--- src/rtl/canvas_cmd_gen_if.sv ---
// Request and command-port bundle between the bus-side requester and canvas_cmd_gen.
// master drives requests and hold; slave is the command generator.
interface canvas_cmd_gen_if;
   logic        i_req_valid;
   logic        o_req_ready;
   logic [1:0]  i_req_op;
   logic [8:0]  i_req_col;
   logic [7:0]  i_req_row;
   logic [9:0]  i_req_width;
   logic [8:0]  i_req_height;
   logic [7:0]  i_req_color;
   logic [9:0]  i_req_scroll;
   logic        i_hold;
   logic        o_cmd_clk;
   logic [31:0] o_cmd_data;
   logic        o_busy;
   logic        o_err;

   modport master (
      output i_req_valid, i_req_op, i_req_col, i_req_row, i_req_width,
             i_req_height, i_req_color, i_req_scroll, i_hold,
      input  o_req_ready, o_cmd_clk, o_cmd_data, o_busy, o_err
   );

   modport slave (
      input  i_req_valid, i_req_op, i_req_col, i_req_row, i_req_width,
             i_req_height, i_req_color, i_req_scroll, i_hold,
      output o_req_ready, o_cmd_clk, o_cmd_data, o_busy, o_err
   );
endinterface

--- src/rtl/canvas_cmd_gen.sv ---
// Canvas command writer: expands fill/scroll requests into strobed 32-bit command words,
// two cycles per word (SETUP, STROBE); i_hold stretches SETUP only.
module canvas_cmd_gen #(
   parameter int FB_COLS = 512,
   parameter int FB_ROWS = 256
) (
   input  logic            i_clk,
   input  logic            i_rst,
   canvas_cmd_gen_if.slave bus
);
   localparam logic [9:0] COLS_W  = 10'(FB_COLS);
   localparam logic [8:0] ROWS_W  = 9'(FB_ROWS);
   localparam logic [1:0] OP_FILL = 2'd0;
   localparam logic [1:0] OP_SX   = 2'd1;
   localparam logic [1:0] OP_SY   = 2'd2;

   typedef enum logic [1:0] {IDLE, SETUP, STROBE} state_e;

   state_e      state_q, state_d;
   logic        is_fill_q, is_fill_d;
   logic [8:0]  base_col_q, base_col_d;
   logic [9:0]  width_q, width_d;
   logic [8:0]  height_q, height_d;
   logic [7:0]  color_q, color_d;
   logic [9:0]  c_q, c_d;
   logic [8:0]  r_q, r_d;
   logic [8:0]  col_q, col_d;
   logic [7:0]  row_q, row_d;
   logic [31:0] data_q, data_d;
   logic        err_q, err_d;

   logic [9:0]  col_inc;
   logic [8:0]  row_inc;
   logic [8:0]  col_nxt;
   logic [7:0]  row_nxt;
   logic        last_col, last_row, bad_org;

   function automatic logic [31:0] pix_word(input logic [8:0] col, input logic [7:0] row,
                                            input logic [7:0] color);
      return {4'h1, 3'b000, col, row, color};
   endfunction

   // Wide intermediates keep col+1 / row+1 from overflowing before the wrap subtract.
   always_comb begin
      col_inc  = {1'b0, col_q} + 10'd1;
      row_inc  = {1'b0, row_q} + 9'd1;
      col_nxt  = 9'((col_inc >= COLS_W) ? col_inc - COLS_W : col_inc);
      row_nxt  = 8'((row_inc >= ROWS_W) ? row_inc - ROWS_W : row_inc);
      last_col = (c_q + 10'd1) >= width_q;
      last_row = (r_q + 9'd1) >= height_q;
      bad_org  = ({1'b0, bus.i_req_col} >= COLS_W) || ({1'b0, bus.i_req_row} >= ROWS_W);
   end

   always_comb begin
      state_d    = state_q;
      is_fill_d  = is_fill_q;
      base_col_d = base_col_q;
      width_d    = width_q;
      height_d   = height_q;
      color_d    = color_q;
      c_d        = c_q;
      r_d        = r_q;
      col_d      = col_q;
      row_d      = row_q;
      data_d     = data_q;
      err_d      = 1'b0;

      case (state_q)
         IDLE: begin
            if (bus.i_req_valid) begin
               case (bus.i_req_op)
                  OP_FILL: begin
                     if (bad_org) begin
                        err_d = 1'b1;
                     end else if (bus.i_req_width != 10'd0 && bus.i_req_height != 9'd0) begin
                        is_fill_d  = 1'b1;
                        base_col_d = bus.i_req_col;
                        width_d    = bus.i_req_width;
                        height_d   = bus.i_req_height;
                        color_d    = bus.i_req_color;
                        c_d        = 10'd0;
                        r_d        = 9'd0;
                        col_d      = bus.i_req_col;
                        row_d      = bus.i_req_row;
                        data_d     = pix_word(bus.i_req_col, bus.i_req_row, bus.i_req_color);
                        state_d    = SETUP;
                     end
                  end
                  OP_SX: begin
                     is_fill_d = 1'b0;
                     data_d    = {4'h2, 18'b0, bus.i_req_scroll};
                     state_d   = SETUP;
                  end
                  OP_SY: begin
                     is_fill_d = 1'b0;
                     data_d    = {4'h3, 19'b0, bus.i_req_scroll[8:0]};
                     state_d   = SETUP;
                  end
                  default: err_d = 1'b1;
               endcase
            end
         end
         SETUP: begin
            if (!bus.i_hold) begin
               state_d = STROBE;
            end
         end
         STROBE: begin
            if (is_fill_q && !(last_col && last_row)) begin
               if (!last_col) begin
                  c_d    = c_q + 10'd1;
                  col_d  = col_nxt;
                  data_d = pix_word(col_nxt, row_q, color_q);
               end else begin
                  c_d    = 10'd0;
                  r_d    = r_q + 9'd1;
                  col_d  = base_col_q;
                  row_d  = row_nxt;
                  data_d = pix_word(base_col_q, row_nxt, color_q);
               end
               state_d = SETUP;
            end else begin
               state_d = IDLE;
            end
         end
         default: state_d = IDLE;
      endcase
   end

   always_ff @(posedge i_clk or posedge i_rst) begin
      if (i_rst) begin
         state_q    <= IDLE;
         is_fill_q  <= 1'b0;
         base_col_q <= '0;
         width_q    <= '0;
         height_q   <= '0;
         color_q    <= '0;
         c_q        <= '0;
         r_q        <= '0;
         col_q      <= '0;
         row_q      <= '0;
         data_q     <= '0;
         err_q      <= 1'b0;
      end else begin
         state_q    <= state_d;
         is_fill_q  <= is_fill_d;
         base_col_q <= base_col_d;
         width_q    <= width_d;
         height_q   <= height_d;
         color_q    <= color_d;
         c_q        <= c_d;
         r_q        <= r_d;
         col_q      <= col_d;
         row_q      <= row_d;
         data_q     <= data_d;
         err_q      <= err_d;
      end
   end

   // Strobe, ready and busy decode straight from state so reset clears them at once.
   assign bus.o_req_ready = (state_q == IDLE);
   assign bus.o_busy      = (state_q != IDLE);
   assign bus.o_cmd_clk   = (state_q == STROBE);
   assign bus.o_cmd_data  = data_q;
   assign bus.o_err       = err_q;
endmodule
--- src/flat_wrapper.sv ---
// flat-port wrapper written by rule: the top's interface ports become plain ports
module canvas_cmd_gen_flat 
#(
   parameter int FB_COLS = 512,
   parameter int FB_ROWS = 256
)
  (i_clk, i_rst, bus_i_req_valid, bus_i_req_op, bus_i_req_col, bus_i_req_row, bus_i_req_width, bus_i_req_height, bus_i_req_color, bus_i_req_scroll, bus_i_hold, bus_o_req_ready, bus_o_cmd_clk, bus_o_cmd_data, bus_o_busy, bus_o_err);
  canvas_cmd_gen_if bus_i ();
  input  logic i_clk;
  input  logic i_rst;
  input wire logic [$bits(bus_i.i_req_valid)-1:0] bus_i_req_valid;
  input wire logic [$bits(bus_i.i_req_op)-1:0] bus_i_req_op;
  input wire logic [$bits(bus_i.i_req_col)-1:0] bus_i_req_col;
  input wire logic [$bits(bus_i.i_req_row)-1:0] bus_i_req_row;
  input wire logic [$bits(bus_i.i_req_width)-1:0] bus_i_req_width;
  input wire logic [$bits(bus_i.i_req_height)-1:0] bus_i_req_height;
  input wire logic [$bits(bus_i.i_req_color)-1:0] bus_i_req_color;
  input wire logic [$bits(bus_i.i_req_scroll)-1:0] bus_i_req_scroll;
  input wire logic [$bits(bus_i.i_hold)-1:0] bus_i_hold;
  output wire logic [$bits(bus_i.o_req_ready)-1:0] bus_o_req_ready;
  output wire logic [$bits(bus_i.o_cmd_clk)-1:0] bus_o_cmd_clk;
  output wire logic [$bits(bus_i.o_cmd_data)-1:0] bus_o_cmd_data;
  output wire logic [$bits(bus_i.o_busy)-1:0] bus_o_busy;
  output wire logic [$bits(bus_i.o_err)-1:0] bus_o_err;
  assign bus_i.i_req_valid = bus_i_req_valid;
  assign bus_i.i_req_op = bus_i_req_op;
  assign bus_i.i_req_col = bus_i_req_col;
  assign bus_i.i_req_row = bus_i_req_row;
  assign bus_i.i_req_width = bus_i_req_width;
  assign bus_i.i_req_height = bus_i_req_height;
  assign bus_i.i_req_color = bus_i_req_color;
  assign bus_i.i_req_scroll = bus_i_req_scroll;
  assign bus_i.i_hold = bus_i_hold;
  assign bus_o_req_ready = bus_i.o_req_ready;
  assign bus_o_cmd_clk = bus_i.o_cmd_clk;
  assign bus_o_cmd_data = bus_i.o_cmd_data;
  assign bus_o_busy = bus_i.o_busy;
  assign bus_o_err = bus_i.o_err;
  canvas_cmd_gen #(.FB_COLS(FB_COLS), .FB_ROWS(FB_ROWS)) u_core (.i_clk(i_clk), .i_rst(i_rst), .bus(bus_i));
endmodule
--- config.mk ---
export PLATFORM = sky130hd
export DESIGN_NAME = canvas_cmd_gen_flat
export DESIGN_NICKNAME = d
export VERILOG_FILES = /design/src/rtl/canvas_cmd_gen_if.sv /design/src/rtl/canvas_cmd_gen.sv /design/src/flat_wrapper.sv
export SDC_FILE = /design/constraint.sdc
export NUM_CORES = 1
export LEC_CHECK = 0
export ABC_AREA = 1
export CAP_MARGIN = 15
export CORE_AREA = 2 2 107 109
export DETAILED_ROUTE_END_ITERATION = 7
export DIE_AREA = 0 0 109 111
export PLACE_DENSITY = 0.93
export SETUP_SLACK_MARGIN = 0.05
export SLEW_MARGIN = 10
export SYNTH_ARGS = -nofsm -noshare
export SYNTH_HDL_FRONTEND = slang
export SYNTH_SLANG_ARGS = --single-unit
--- constraint.sdc ---
create_clock -name i_clk -period 6.65 [get_ports i_clk]
set_input_delay 1.6625 -clock i_clk [delete_from_list [all_inputs] [get_ports i_clk]]
set_output_delay 1.6625 -clock i_clk [all_outputs]
set_load 0.05 [all_outputs]
Word-level counts from Yosys, hierarchy flattened
Index checks and enable logic that the tools add are counted.
{"block": "totals", "ff_bits": 108, "word_cells": 98}
{"block": "op_classes", "n_addsub": 6, "n_lt_le_gt_ge": 4, "n_eq_ne": 14, "n_mux": 43, "reduce_logical": 19}
{"cell": "2-to-1 mux 9 bit", "n": 11}
{"cell": "2-to-1 mux 32 bit", "n": 3}
{"cell": "case mux 32 bit (3 select lines)", "n": 1}
{"cell": "case mux 32 bit (2 select lines)", "n": 1}
{"cell": "2-to-1 mux 10 bit", "n": 5}
{"cell": "2-to-1 mux 8 bit", "n": 6}
{"cell": "case mux 9 bit (2 select lines)", "n": 2}
{"cell": "2-to-1 mux 25 bit", "n": 1}
{"cell": "case mux 10 bit (2 select lines)", "n": 1}
{"cell": "case mux 8 bit (2 select lines)", "n": 1}
{"cell": "AND reduction 4 bit", "n": 3}
{"cell": "adder 10 x 1 -> 10 bit (second input constant)", "n": 1}
{"cell": "adder 9 x 1 -> 10 bit (second input constant)", "n": 1}
{"cell": ">= comparator 10 bit", "n": 1}
{"cell": ">= comparator 10 bit (second input constant)", "n": 1}
{"cell": "inequality test 2 x 1 -> 1 bit (second input constant)", "n": 5}
{"cell": "AND reduction 5 bit", "n": 2}
{"cell": "nonzero test 10 bit", "n": 1}
{"cell": "adder 8 x 1 -> 9 bit (second input constant)", "n": 1}
{"cell": "adder 9 x 1 -> 9 bit (second input constant)", "n": 1}
{"cell": ">= comparator 9 bit", "n": 1}
{"cell": ">= comparator 9 bit (second input constant)", "n": 1}
{"cell": "nonzero test 9 bit", "n": 1}
{"cell": "subtractor 9 x 1 -> 9 bit (second input constant)", "n": 1}
{"cell": "other kinds (18)", "n": 33}

Longest topological paths before layout
Gate-level depths: netlist (run 1).
{"block": "logic_depth", "word_depth": 7, "depth_mapped": 22, "mapped_depth_nobuf": 20}

Worst setup path before layout (run 1)
OpenSTA, ideal clock, no wires.
{"block": "synth_path", "path_type": "in2reg", "start": "input bus_i_req_op[1]", "end": "register u_core.data_q[10], in the netlist u_core.bus.o_cmd_data[10]", "setup_ns": 0.066, "arrival_time_ns": 2.996, "required_ns": 6.584, "path_slack_ns": 3.588, "stages": 10, "path_cell_list": "inv_1 -> ha_1 -> nor2_1 -> a31oi_1 -> o21ai_1 -> inv_2 -> nand2_4 -> buf_2 -> nand2_1 -> nand2_1"}
{"block": "synth_via", "elab_chain_len": 4, "elab_cells_between_ends": 9}
{"element": "start: declaration", "line": "flat_wrapper.sv:12", "text": "input wire logic [$bits(bus_i.i_req_op)-1:0] bus_i_req_op;"}
{"element": "== test 2 bit, or another cell as far along", "line": "canvas_cmd_gen.sv:71", "text": "case (bus.i_req_op)"}
{"element": "case mux 32 bit (3 select lines)", "line": "canvas_cmd_gen.sv:71"}
{"element": "2-to-1 mux 32 bit", "line": "canvas_cmd_gen.sv:70", "text": "if (bus.i_req_valid) begin"}
{"element": "case mux 32 bit (2 select lines)", "line": "canvas_cmd_gen.sv:68", "text": "case (state_q)"}
{"element": "end signal: assignment", "line": "canvas_cmd_gen.sv:155", "text": "data_q <= data_d;"}
{"element": "end: declaration", "line": "canvas_cmd_gen.sv:29", "text": "logic [31:0] data_q, data_d;"}
Parallel ways exist; a longest one is shown, timed or not. The select of a mux whose other input is x is not followed.
A chain may end at the register's enable or synchronous reset.

Worst setup path after layout (run 1)
{"block": "layout_path", "start": "register u_core.c_q[0]", "end": "register u_core.c_q[7]"}
{"block": "layout_via", "elab_chain_len": 7, "elab_cells_between_ends": 10}
{"element": "start: declaration", "line": "canvas_cmd_gen.sv:25", "text": "logic [9:0] c_q, c_d;"}
{"element": "start signal: assignment", "line": "canvas_cmd_gen.sv:138", "text": "c_q <= '0;"}
{"element": "start signal: assignment", "line": "canvas_cmd_gen.sv:151", "text": "c_q <= c_d;"}
{"element": "adder 10 x 1 -> 10 bit *", "line": "canvas_cmd_gen.sv:49, canvas_cmd_gen.sv:111"}
{"element": ">= comparator 10 bit", "line": "canvas_cmd_gen.sv:49", "text": "last_col = (c_q + 10'd1) >= width_q;"}
{"element": "logical AND 1 bit", "line": "canvas_cmd_gen.sv:109", "text": "if (is_fill_q && !(last_col && last_row)) begin"}
{"element": "zero test 1 bit", "line": "canvas_cmd_gen.sv:109"}
{"element": "logical AND 1 bit", "line": "canvas_cmd_gen.sv:109"}
{"element": "inequality test 2 x 1 -> 1 bit (no source line)"}
{"element": "AND reduction 5 bit (no source line)"}
Every way passes the cells marked *; elsewhere a longest branch is shown, timed or not. The select of a mux whose other input is x is not followed.

==> impl_metrics.sql, run 1 <==
INSERT INTO impl_metrics (metric_group, metric, value, unit) VALUES
('drt', 'totalWireLength', '15900', 'µm'),
('yosys', 'synth_seq_area_share', '40.7', '%'),
('critical_path', 'path_common_cell', 'sky130_fd_sc_hd__nand2_1', ''),
('drt', 'met1_length', '6270', 'µm'),
('drt', 'route.detailed.drc', '0', ''),
('die', 'die_area', '12100', 'µm²'),
('drt', 'wl_met3', '1080', 'µm'),
('critical_path', 'worst_r2r_path_depth', '16', ''),
('drt', 'met2RoutedLength', '8010', 'µm'),
('layout', 'drive_above_1_share', '4.37', '%'),
('critical_path', 'max_stage_delay_cell_worst_path', 'sky130_fd_sc_hd__nand2_2', ''),
('timing', 'peak_freq', '235', 'MHz'),
('yosys', 'main_combinational_cell_family_by_area_after_synthesis', 'simple AND/OR/NAND/NOR gates', ''),
('timing', 'rsz0062_at_grt', 'no', ''),
('drt', 'routed-via-count', '6092', ''),
('critical_path', 'rr_startpoint', 'u_core.c_q[0]$_DFFE_PP0P_', ''),
('timing', 'slew_headroom', '31.6', '%'),
('outcome', 'outcome', 'complete, no violations', ''),
('global_routing', 'via_count_of_the_first_global_routing_pass', '5811', ''),
('yosys', 'syn_area', '6330', 'µm²'),
('die', 'initial_util', '57.1', '%'),
('hold_path', 'class_of_the_tightest_hold_or_removal_check', 'register to register', ''),
('global_routing', 'overflow', '0', ''),
('critical_path', 'cp.arrival', '4520', 'ps'),
('yosys', 'synth_enable_flop_cells', '0', ''),
('placement', 'dp_hpwl', '11000', 'µm'),
('yosys', 'muxShareOfSynthArea', '0', '%'),
('timing', 'clock-skew-final', '10.9', 'ps'),
('critical_path', 'cp_cell_sequence', 'nand3_1 -> nor3b_1 -> nand3_1 -> nand2_1 -> inv_1 -> ha_1 -> nand2_1 -> nor2_1 -> nand3_1 -> nand3_2 -> nand2_1 -> nand2_2 -> nand2_4 -> nand2_2 -> nand2_1 -> o21ai_1', ''),
('drt', 'drt_first_iter_violations', '483', ''),
('critical_path', 'critPathLaunch', 'u_core.c_q[0]$_DFFE_PP0P_', ''),
('timing', 'finalSetupTns', '0', 'ps'),
('layout', 'filler_cell_count', '879', ''),
('critical_path', 'worst_r2r_endpoint', 'u_core.c_q[7]$_DFFE_PP0P_', ''),
('critical_path', 'rrSetupSlack', '2390', 'ps'),
('yosys', 'synth.avg_cell_area', '7.10', 'µm²'),
('timing', 'final.min_clock_period', '4260', 'ps'),
('critical_path', 'critical_path.endpoint_type', 'register', ''),
('run', 'max_cap_violations', '0', ''),
('global_routing', 'grt_start_max_net_pins', '67', ''),
('global_routing', 'grt_antenna_before_repair', '0', ''),
('clock_tree', 'buffers_inserted_during_post_cts_setup_optimization', '0', ''),
('timing', 'finalMaxSlewViolations', '0', ''),
('yosys', 'synthXorXnorAreaFrac', '1.80', '%'),
('global_routing', 'grt_util_all_layers', '27.7', '%'),
('yosys', 'yosys_warnings', '0', ''),
('layout', 'area.growth.synth_to_final', '18.3', '%'),
('critical_path', 'startpoint_types', 'register', ''),
('clock_tree', 'clock_latency_on_the_worst_skew_pair', '360', 'ps'),
('clock_tree', 'worst_setup_hold_path_clk_slew', '70', 'ps'),
('clock_tree', 'clock_sinks', '103', ''),
('placement', 'place.port_buffers', '90', ''),
('drt', 'detail_route.wl_per_cell', '14.4', 'µm'),
('drt', 'routed.top_layer', 'met4', ''),
('timing', 'timing.final.setup_violations', '0', ''),
('yosys', 'area_contributors_post_synth', 'sky130_fd_sc_hd__dfrtp_1 (41%), sky130_fd_sc_hd__nand2_1 (17%), sky130_fd_sc_hd__nand3_1 (8.1%)', ''),
('drt', 'drt_pass1_iterations', '6', ''),
('timing', 'holdWs', '489', 'ps'),
('die', 'chipWidth', '109', 'µm'),
('yosys', 'netlist.area_leader.share', '40.7', '%'),
('global_routing', 'grt_pass1_wl', '26600', 'µm'),
('drt', 'routed_via_density', '5.51', ''),
('yosys', 'synth_top_cell_by_area', 'sky130_fd_sc_hd__dfrtp_1', ''),
('timing', 'worst_pin_slew', '1020', 'ps'),
('clock_tree', 'clock_tree.root_cell', 'sky130_fd_sc_hd__clkbuf_16', ''),
('yosys', 'yosysUniqueCellTypes', '35', ''),
('critical_path', 'worstSetupPathType', 'register to register', ''),
('critical_path', 'worst_setup_path_endpoint', 'u_core.c_q[7]$_DFFE_PP0P_', ''),
('yosys', 'post_synth_inst_count', '891', ''),
('layout', 'final_nets', '1045', ''),
('clock_tree', 'cts_hold_buf', '0', '');
sequential cells by signal, indices dropped and copies added, names as in the netlist:
register,count
u_core.width_q,10
u_core.row_q,8
u_core.col_q,9
u_core.bus.o_err,1
u_core.base_col_q,9
u_core.is_fill_q,1
u_core.r_q,9
u_core.bus.o_cmd_data,27
u_core.color_q,8
u_core.state_q,2
u_core.height_q,9
u_core.c_q,10
kinds of logic (layout without fill, tap and decap cells):
family / count (synthesis) / count (layout)
flops: 103 / 103
xor+xnor: 13 / 13
compound gates: 91 / 91
simple gates: 508 / 508
fa+ha+maj: 28 / 28
buf+inv: 147 / 214
other cells: 1 / 5
how the worst min path moves through the flow:
stage	startpoint	endpoint	slack, ps	cells after the start
2_1_floorplan	u_core.c_q[8]$_DFFE_PP0P_	u_core.c_q[8]$_DFFE_PP0P_	460	2
3_3_place_gp	u_core.bus.o_cmd_data[29]$_DFFE_PP0P_	u_core.bus.o_cmd_data[29]$_DFFE_PP0P_	470	2
3_5_place_dp	u_core.bus.o_cmd_data[29]$_DFFE_PP0P_	u_core.bus.o_cmd_data[29]$_DFFE_PP0P_	470	2
4_1_cts	u_core.bus.o_cmd_data[29]$_DFFE_PP0P_	u_core.bus.o_cmd_data[29]$_DFFE_PP0P_	490	2
5_1_grt	u_core.bus.o_cmd_data[22]$_DFFE_PP0P_	u_core.bus.o_cmd_data[22]$_DFFE_PP0P_	510	2
6_report	u_core.bus.o_cmd_data[22]$_DFFE_PP0P_	u_core.bus.o_cmd_data[22]$_DFFE_PP0P_	490	2
stage by stage:
step / std cells / cell area (µm²) / worst slack (ps) / util, % / total power [µW]
finish: 1105 / 7480 / 2390 / 67.5 / 2980
detailed placement: 1089 / 7210 / 2510 / 65.1 / 2480
floorplan: 895 / 6340 / 2280 / - / 2090
global placement: 1089 / 7210 / 2640 / 65.1 / 2430
global route: 1105 / 7480 / 2140 / 67.5 / 3170
CTS: 1105 / 7480 / 2590 / 67.5 / 2970
critical path: cells and delay by family (launching register included):
| kind | cells | cell delay [ps] |
|---|---|---|
| buffers and inverters | 1 | 60 |
| adder cells (fa/ha/maj) | 1 | 280 |
| flip-flops | 1 | 480 |
| AND/OR/NAND/NOR | 13 | 3220 |
| AO/OA/AOI/OAI | 1 | 120 |
per-layer routing:
layer / up-vias / global-route usage, %
met1: 2808 / 35.3
met5: - / 0
met3: 56 / 4.35
met4: 0 / 12.6
li1: 2955 / -
met2: 273 / 45.9
where the power goes:
group	internal, µW	switching (µW)
registers	868	168
logic	469	988
clock network	254	238
total	1590	1390
cell type report:
class | instances | area (µm²) | area share (%)
sequential | 103 | 2580 | 34.4
inverter | 106 | 400 | 5.35
clock inverter | 5 | 35.0 | 0.468
tap | 143 | 179 | 2.39
timing repair buffer | 92 | 916 | 12.2
multi-input combinational | 645 | 3140 | 42.0
clock buffer | 11 | 233 | 3.11
placed cells by master (no fill, tap or decap):
cell / Yosys / routed
sky130_fd_sc_hd__buf_4: 6 / 2
sky130_fd_sc_hd__nor3b_1: 1 / 1
sky130_fd_sc_hd__o22ai_1: 8 / 8
sky130_fd_sc_hd__ha_1: 28 / 28
sky130_fd_sc_hd__clkbuf_1: 14 / 2
sky130_fd_sc_hd__nor3_1: 8 / 8
sky130_fd_sc_hd__nand3_2: 2 / 2
sky130_fd_sc_hd__nand4_2: 2 / 2
sky130_fd_sc_hd__and2_0: 1 / 1
sky130_fd_sc_hd__a21oi_1: 28 / 28
sky130_fd_sc_hd__nand3_1: 103 / 103
sky130_fd_sc_hd__xor2_1: 9 / 9
sky130_fd_sc_hd__clkdlybuf4s50_1: 0 / 90
sky130_fd_sc_hd__and3_1: 1 / 1
sky130_fd_sc_hd__o21ai_1: 37 / 37
sky130_fd_sc_hd__o211ai_1: 1 / 1
sky130_fd_sc_hd__clkinvlp_4: 0 / 4
sky130_fd_sc_hd__nand4_1: 11 / 11
sky130_fd_sc_hd__nor2_4: 4 / 4
sky130_fd_sc_hd__nand2_4: 2 / 2
sky130_fd_sc_hd__nand2_1: 293 / 293
sky130_fd_sc_hd__o21ai_0: 12 / 12
sky130_fd_sc_hd__nand3b_1: 1 / 1
sky130_fd_sc_hd__a21o_1: 1 / 1
sky130_fd_sc_hd__dfrtp_1: 103 / 103
sky130_fd_sc_hd__nor2_2: 1 / 1
sky130_fd_sc_hd__clkbuf_16: 0 / 9
sky130_fd_sc_hd__conb_1: 1 / 5
sky130_fd_sc_hd__nand2_2: 5 / 5
sky130_fd_sc_hd__or2_2: 3 / 3
sky130_fd_sc_hd__clkinv_2: 0 / 1
sky130_fd_sc_hd__inv_1: 100 / 99
sky130_fd_sc_hd__nor2_1: 70 / 70
sky130_fd_sc_hd__inv_4: 0 / 1
sky130_fd_sc_hd__a31oi_1: 4 / 4
sky130_fd_sc_hd__xnor2_1: 4 / 4
sky130_fd_sc_hd__inv_2: 6 / 6
cells in the mapped netlist (2+ instances only):
cell                       count
sky130_fd_sc_hd__nand4_1      11
sky130_fd_sc_hd__clkbuf_1     14
sky130_fd_sc_hd__buf_2        15
sky130_fd_sc_hd__nand3_2       2
sky130_fd_sc_hd__xor2_1        9
sky130_fd_sc_hd__xnor2_1       4
sky130_fd_sc_hd__or2_2         3
sky130_fd_sc_hd__o21ai_0      12
sky130_fd_sc_hd__inv_1       100
sky130_fd_sc_hd__nor2_1       70
sky130_fd_sc_hd__dfrtp_1     103
sky130_fd_sc_hd__o21ai_1      37
sky130_fd_sc_hd__buf_1         2
sky130_fd_sc_hd__nand3_1     103
sky130_fd_sc_hd__nand2_1     293
sky130_fd_sc_hd__a21oi_1      28
sky130_fd_sc_hd__nand2_4       2
sky130_fd_sc_hd__nor3_1        8
sky130_fd_sc_hd__inv_2         6
sky130_fd_sc_hd__a31oi_1       4
sky130_fd_sc_hd__nand4_2       2
sky130_fd_sc_hd__buf_6         4
sky130_fd_sc_hd__ha_1         28
sky130_fd_sc_hd__nand2_2       5
sky130_fd_sc_hd__o22ai_1       8
sky130_fd_sc_hd__buf_4         6
sky130_fd_sc_hd__nor2_4        4
(Power assumes the default switching activity.)
==> run 2: changes to the inputs <==
--- a/config.mk
+++ b/config.mk
@@ -7,10 +7,10 @@
 export LEC_CHECK = 0
 export ABC_AREA = 1
 export CAP_MARGIN = 15
-export CORE_AREA = 2 2 107 109
+export CORE_AREA = 2 2 111 113
 export DETAILED_ROUTE_END_ITERATION = 7
-export DIE_AREA = 0 0 109 111
-export PLACE_DENSITY = 0.93
+export DIE_AREA = 0 0 113 115
+export PLACE_DENSITY = 0.87
 export SETUP_SLACK_MARGIN = 0.05
 export SLEW_MARGIN = 10
 export SYNTH_ARGS = -nofsm -noshare
==> constraint.sdc (replaced) <==
create_clock -name i_clk -period 4.15 [get_ports i_clk]
set_input_delay 1.0375 -clock i_clk [delete_from_list [all_inputs] [get_ports i_clk]]
set_output_delay 1.0375 -clock i_clk [all_outputs]
set_load 0.05 [all_outputs]
==> impl_metrics.sql, run 2 (same netlist as run 1, synthesis figures left out) <==
INSERT INTO impl_metrics (metric_group, metric, value, unit) VALUES
('timing', 'finalSetupTns', '0', 'ps'),
('layout', 'filler_cell_count', '999', ''),
('global_routing', 'grt_antenna_before_repair', '0', ''),
('critical_path', 'cp.arrival', '3770', 'ps'),
('clock_tree', 'clock_path_buffers', '2', ''),
('global_routing', 'grt_util_all_layers', '25.9', '%'),
('die', 'chipWidth', '113', 'µm'),
('global_routing', 'grt_start_max_net_pins', '67', ''),
('layout', 'final_nets', '1053', ''),
('clock_tree', 'worst_setup_hold_path_clk_slew', '70', 'ps'),
('clock_tree', 'cts_resized', '0', ''),
('global_routing', 'via_count_of_the_first_global_routing_pass', '5793', ''),
('timing', 'peak_freq', '284', 'MHz'),
('clock_tree', 'clock_latency_on_the_worst_skew_pair', '360', 'ps'),
('drt', 'routed-via-count', '5982', ''),
('timing', 'slew_headroom', '29.5', '%'),
('layout', 'drive_above_1_share', '5.06', '%'),
('timing', 'period_share', '84.9', '%'),
('die', 'dieHeight', '115', 'µm'),
('power_and_ir_drop', 'power_density', '653', 'nW/µm²'),
('clock_tree', 'cts_hold_buf', '0', ''),
('timing', 'clock-skew-final', '9.70', 'ps'),
('power_and_ir_drop', 'worst_ir_drop_vdd', '0.279', 'mV'),
('placement', 'place.port_buffers', '90', ''),
('drt', 'totalWireLength', '16100', 'µm'),
('placement', 'dp_hpwl', '11100', 'µm'),
('die', 'initial_util', '53.6', '%'),
('layout', 'postLayoutCoreUtil', '64.4', '%'),
('drt', 'routed_via_density', '5.36', ''),
('timing', 'timing.final.setup_violations', '0', ''),
('die', 'ios', '96', ''),
('clock_tree', 'clock_sinks', '103', ''),
('critical_path', 'path_common_cell', 'sky130_fd_sc_hd__nand2_1', ''),
('drt', 'drt.antenna.violating_nets', '0', ''),
('layout', 'diodes', '0', ''),
('drt', 'route.detailed.drc', '1', ''),
('timing', 'finalMaxSlewViolations', '0', ''),
('die', 'rows', '40', ''),
('die', 'core_region_area', '11800', 'µm²'),
('critical_path', 'critical_path_required', '4400', 'ps'),
('outcome', 'failing_checks', 'DRC', ''),
('critical_path', 'cp_cell_sequence', 'ha_1 -> nand2_1 -> nor2_1 -> nand4_1 -> xor2_1 -> ha_1 -> nand2_1 -> nor2_1 -> nand3_1 -> buf_4 -> nand3_2 -> nand2_1 -> nand2_2 -> nand2_4 -> nand2_2 -> nand2_1 -> nand2_1', ''),
('placement', 'gp_congestion', '0.917', ''),
('critical_path', 'cp_max_fo', '29', ''),
('clock_tree', 'buffers_inserted_during_post_cts_setup_optimization', '0', ''),
('layout', 'largest_reg_flops', '27', ''),
('critical_path', 'worst_r2r_path_depth', '17', ''),
('layout', 'area.growth.synth_to_final', '20.2', '%'),
('global_routing', 'overflow', '0', ''),
('clock_tree', 'htree_num_levels', '3', ''),
('timing', 'worst_pin_slew', '1060', 'ps'),
('run', 'max_cap_violations', '0', ''),
('clock_tree', 'number_of_buffers_inserted_during_clock_tree_synthesis', '9', ''),
('critical_path', 'critical_path.endpoint_type', 'register', ''),
('timing', 'holdWs', '484', 'ps'),
('drt', 'drt_pass1_iterations', '7', ''),
('layout', 'layout.cells.most_common', 'sky130_fd_sc_hd__nand2_1', ''),
('drt', 'detail_route.wl_per_cell', '14.4', 'µm'),
('critical_path', 'worstSetupPathType', 'register to register', ''),
('global_routing', 'grt_pass1_wl', '27100', 'µm'),
('outcome', 'outcome', 'finished with violations', ''),
('timing', 'final_hold_viol_count', '0', ''),
('clock_tree', 'clock_tree.root_cell', 'sky130_fd_sc_hd__clkbuf_16', ''),
('timing', 'rsz0062_at_grt', 'no', ''),
('layout', 'final_cell_mix', 'sky130_fd_sc_hd__nand2_1 (293), sky130_fd_sc_hd__nand3_1 (103), sky130_fd_sc_hd__dfrtp_1 (103), sky130_fd_sc_hd__inv_1 (99), sky130_fd_sc_hd__clkdlybuf4s50_1 (90)', ''),
('die', 'die_area', '13000', 'µm²'),
('critical_path', 'max_stage_delay_cell_worst_path', 'sky130_fd_sc_hd__dfrtp_1', ''),
('critical_path', 'startpoint_types', 'register', ''),
('timing', 'final.min_clock_period', '3520', 'ps'),
('critical_path', 'cpPeakStageDelay', '480', 'ps'),
('drt', 'drt_first_iter_violations', '562', ''),
('power_and_ir_drop', 'total_power', '4970', 'µW'),
('clock_tree', 'tritoncts', 'built', ''),
('hold_path', 'class_of_the_tightest_hold_or_removal_check', 'register to register', ''),
('hold_path', 'hold-path-cell-count', '2', ''),
('power_and_ir_drop', 'leakage_power_of_the_design', '0.00407', 'µW');
-- run 2: final cells by class --
cell class	instances	area [µm²]	area share, %
Tap cell	147	184	2.42
Clock inverter	3	67.6	0.888
Clock buffer	12	246	3.24
Timing Repair Buffer	100	988	13.0
Inverter	106	400	5.26
Sequential cell	103	2580	33.9
Multi-Input combinational cell	645	3140	41.3
-- run 2: report_power, final --
group          switching (µW)  internal (µW)  leakage (µW)
logic                    1610            777       0.00263
registers                 270           1390       0.00129
clock network             378            543      0.000149
-- run 2: path summary, 6_finish.rpt --
| path | from | end | slack [ps] |
|---|---|---|---|
| max | u_core.c_q[0]$_DFFE_PP0P_ | u_core.col_q[3]$_DFFE_PP0P_ | 630 |
| min | u_core.bus.o_cmd_data[23]$_DFFE_PP0P_ | u_core.bus.o_cmd_data[23]$_DFFE_PP0P_ | 480 |
| max reg2reg | u_core.c_q[0]$_DFFE_PP0P_ | u_core.col_q[3]$_DFFE_PP0P_ | 630 |
| min reg2reg | u_core.bus.o_cmd_data[23]$_DFFE_PP0P_ | u_core.bus.o_cmd_data[23]$_DFFE_PP0P_ | 480 |
| max in group asynchronous | i_rst | u_core.color_q[3]$_DFFE_PP0P_ | 2280 |
| min in group asynchronous | i_rst | u_core.c_q[7]$_DFFE_PP0P_ | 1180 |
-- run 2: critical path, delay by kind of cell, from the launching register on --
family                   cells  cell delay [ps]
XOR/XNOR                     1              210
adder cells (fa/ha/maj)      2              510
flip-flops                   1              480
buffers and inverters        1              180
AND/OR/NAND/NOR             13             2030
-- run 2: per-layer routing --
| metal | global-route usage, % | up-vias | share of wire (%) |
|---|---|---|---|
| li1 | - | 2967 | - |
| met1 | 32.2 | 2771 | 41 |
| met2 | 44.7 | 207 | 49 |
| met3 | 5.54 | 37 | 6.5 |
| met4 | 9.51 | 0 | 2.6 |
| met5 | 0 | - | 0 |
-- run 2: stage by stage --
stage | setup slack [ps] | cells | area (µm²)
floorplan | 409 | 895 | 6340
global placement | 908 | 1101 | 7290
detailed placement | 704 | 1101 | 7290
CTS | 682 | 1116 | 7610
global route | 268 | 1116 | 7610
finish | 625 | 1116 | 7610
==> run 3: changes to the inputs <==
==> constraint.sdc (replaced) <==
create_clock -name i_clk -period 3.4 [get_ports i_clk]
set_input_delay 0.85 -clock i_clk [delete_from_list [all_inputs] [get_ports i_clk]]
set_output_delay 0.85 -clock i_clk [all_outputs]
set_load 0.05 [all_outputs]
==> impl_metrics.sql, run 3 (same netlist as run 1, synthesis figures left out) <==
INSERT INTO impl_metrics (metric_group, metric, value, unit) VALUES
('outcome', 'outcome', 'finished with violations', ''),
('outcome', 'failing_checks', 'DRC', ''),
('timing', 'rsz0062_at_grt', 'yes', ''),
('die', 'die_area', '13000', 'µm²'),
('critical_path', 'cp.arrival', '3280', 'ps'),
('critical_path', 'startpoint_types', 'register', ''),
('timing', 'final_hold_viol_count', '0', ''),
('power_and_ir_drop', 'leakage_power_of_the_design', '0.00408', 'µW'),
('critical_path', 'cp_cell_sequence', 'ha_1 -> nand2_1 -> nor2_1 -> nand4_1 -> xor2_1 -> ha_1 -> nand2_1 -> nor2_1 -> nand3_1 -> buf_4 -> nand3_2 -> inv_1 -> nand2_1 -> nand2_1 -> nand2_1 -> nand3_1 -> nand2_1', ''),
('layout', 'area.growth.synth_to_final', '20.6', '%'),
('global_routing', 'grt_pass1_wl', '27200', 'µm'),
('layout', 'final_nets', '1059', ''),
('layout', 'final_cell_mix', 'sky130_fd_sc_hd__nand2_1 (293), sky130_fd_sc_hd__nand3_1 (103), sky130_fd_sc_hd__dfrtp_1 (103), sky130_fd_sc_hd__inv_1 (99), sky130_fd_sc_hd__clkdlybuf4s50_1 (90)', ''),
('timing', 'finalMaxSlewViolations', '0', ''),
('timing', 'holdWs', '475', 'ps'),
('layout', 'layout.cells.most_common', 'sky130_fd_sc_hd__nand2_1', ''),
('timing', 'period_share', '89.5', '%'),
('layout', 'finalInstanceArea', '7630', 'µm²'),
('drt', 'drt.antenna.violating_nets', '0', ''),
('timing', 'final_critical_path_setup_slack', '359', 'ps'),
('timing', 'worst_pin_slew', '724', 'ps'),
('critical_path', 'critical_path.endpoint_type', 'register', ''),
('critical_path', 'worstSetupPathType', 'register to register', ''),
('timing', 'timing.final.setup_violations', '0', ''),
('global_routing', 'gr-max-usage-layer', 'met2', ''),
('placement', 'dp_hpwl', '11300', 'µm'),
('clock_tree', 'clock_latency_on_the_worst_skew_pair', '360', 'ps'),
('timing', 'slew_headroom', '51.6', '%'),
('power_and_ir_drop', 'total_power', '5960', 'µW'),
('die', 'ios', '96', ''),
('drt', 'route.detailed.drc', '2', ''),
('drt', 'routed-via-count', '5970', ''),
('clock_tree', 'htree_num_levels', '3', ''),
('global_routing', 'gr-usage-met3', '6.11', '%'),
('placement', 'postPlaceCellArea', '7340', 'µm²'),
('drt', 'drt_first_iter_violations', '555', ''),
('clock_tree', 'worst_setup_hold_path_clk_slew', '70', 'ps'),
('clock_tree', 'clock_sinks', '103', ''),
('global_routing', 'via_count_of_the_first_global_routing_pass', '5748', ''),
('global_routing', 'grt_start_max_net_pins', '43', ''),
('power_and_ir_drop', 'power_density', '780', 'nW/µm²'),
('die', 'chipWidth', '113', 'µm'),
('timing', 'finalSetupTns', '0', 'ps'),
('global_routing', 'grtUsageMet2', '43.6', '%'),
('die', 'rows', '40', ''),
('die', 'dieHeight', '115', 'µm'),
('placement', 'dpl_worst_slack', '213', 'ps'),
('timing', 'peak_freq', '329', 'MHz'),
('clock_tree', 'clock_path_buffers', '2', ''),
('drt', 'detail_route.wl_per_cell', '14.2', 'µm'),
('clock_tree', 'number_of_buffers_inserted_during_clock_tree_synthesis', '9', ''),
('run', 'max_cap_violations', '0', ''),
('layout', 'drive_above_1_share', '5.45', '%'),
('critical_path', 'cpPeakStageDelay', '480', 'ps'),
('die', 'core_region_area', '11800', 'µm²'),
('critical_path', 'critical_path_required', '3640', 'ps'),
('placement', 'place.port_buffers', '90', ''),
('clock_tree', 'clock_tree.root_cell', 'sky130_fd_sc_hd__clkbuf_16', ''),
('placement', 'gp_congestion', '0.906', ''),
('layout', 'largest_reg_flops', '27', ''),
('global_routing', 'gr-usage-met1', '34.5', '%'),
('critical_path', 'cp_max_fo', '15', ''),
('global_routing', 'grt_antenna_before_repair', '0', ''),
('critical_path', 'max_stage_delay_cell_worst_path', 'sky130_fd_sc_hd__dfrtp_1', ''),
('hold_path', 'class_of_the_tightest_hold_or_removal_check', 'register to register', ''),
('global_routing', 'overflow', '0', ''),
('global_routing', 'grt_util_all_layers', '26.2', '%'),
('timing', 'clock-skew-final', '8.62', 'ps'),
('clock_tree', 'tritoncts', 'built', ''),
('power_and_ir_drop', 'worst_ir_drop_vdd', '0.446', 'mV'),
('drt', 'routed_via_density', '5.33', ''),
('drt', 'drt_pass1_iterations', '7', ''),
('drt', 'totalWireLength', '15900', 'µm'),
('die', 'initial_util', '53.6', '%'),
('layout', 'diodes', '0', ''),
('critical_path', 'path_common_cell', 'sky130_fd_sc_hd__nand2_1', ''),
('timing', 'final.min_clock_period', '3040', 'ps');
-- run 3: cell count changes in the layout (fill, tap and decap cells not counted), sizes merged --
cell	change
buf	+6
bufinv	-1
clkbuf	-1
clkinv	+1
inv	-1
-- run 3: cell type report --
| class | instances | area [µm²] |
|---|---|---|
| fillers | 996 | 4180 |
| clock inverters | 2 | 35.0 |
| multi-input cells | 645 | 3160 |
| inverters | 106 | 402 |
| well taps | 147 | 184 |
| repair buffers | 106 | 1050 |
| flip-flops and latches | 103 | 2580 |
| clock buffers | 11 | 233 |
-- run 3: per-stage QoR --
| step | utilization, % | cells |
|---|---|---|
| finish | 64.6 | 1120 |
| global route | 64.6 | 1120 |
| CTS | 64.4 | 1118 |
| detailed placement | 62.1 | 1105 |
| global placement | 62.1 | 1105 |
| floorplan | - | 895 |
-- run 3: worst paths after layout --
| check | slack [ps] | start | cells past startpoint | endpoint |
|---|---|---|---|---|
| worst max register to register | 360 | u_core.c_q[0]$_DFFE_PP0P_ | 17 | u_core.bus.o_cmd_data[9]$_DFFE_PP0P_ |
| min in group asynchronous | 960 | i_rst | 2 | u_core.width_q[8]$_DFFE_PP0P_ |
| worst max-delay path | 360 | u_core.c_q[0]$_DFFE_PP0P_ | 17 | u_core.bus.o_cmd_data[9]$_DFFE_PP0P_ |
| worst min-delay path | 470 | u_core.bus.o_cmd_data[29]$_DFFE_PP0P_ | 2 | u_core.bus.o_cmd_data[29]$_DFFE_PP0P_ |
| worst min register to register | 470 | u_core.bus.o_cmd_data[29]$_DFFE_PP0P_ | 2 | u_core.bus.o_cmd_data[29]$_DFFE_PP0P_ |
| max in group asynchronous | 1810 | i_rst | 3 | u_core.bus.o_cmd_data[15]$_DFFE_PP0P_ |
-- run 3: per-layer routing --
layer  routed length (µm)  vias to the layer above
met4                  371                        0
li1                     -                     2983
met3                  961                       35
met1                 6870                     2753
met2                 7730                      199
met5                    0                        -
-- run 3: worst max-delay path: cells and delay by family, from the launching register on --
| kind | cells | cell delay [ps] |
|---|---|---|
| fa+ha+maj | 2 | 500 |
| flops | 1 | 480 |
| xor+xnor | 1 | 220 |
| buf+inv | 2 | 620 |
| simple gates | 12 | 1090 |
-- run 3: repair_timing --
| action | 4_1_cts | 5_1_grt |
|---|---|---|
| setup buffers | 0 | 2 |
| setup endpoints to repair | 0 | 40 |
| gates resized for setup | 0 | 2 |
| hold buffers | 0 | 0 |
-- run 3: power breakdown --
group	switching, µW	internal (µW)	leakage [µW]
clock	455	558	0.000131
combinational	1940	973	0.00266
sequential	333	1700	0.00129
total	2730	3230	0.00408
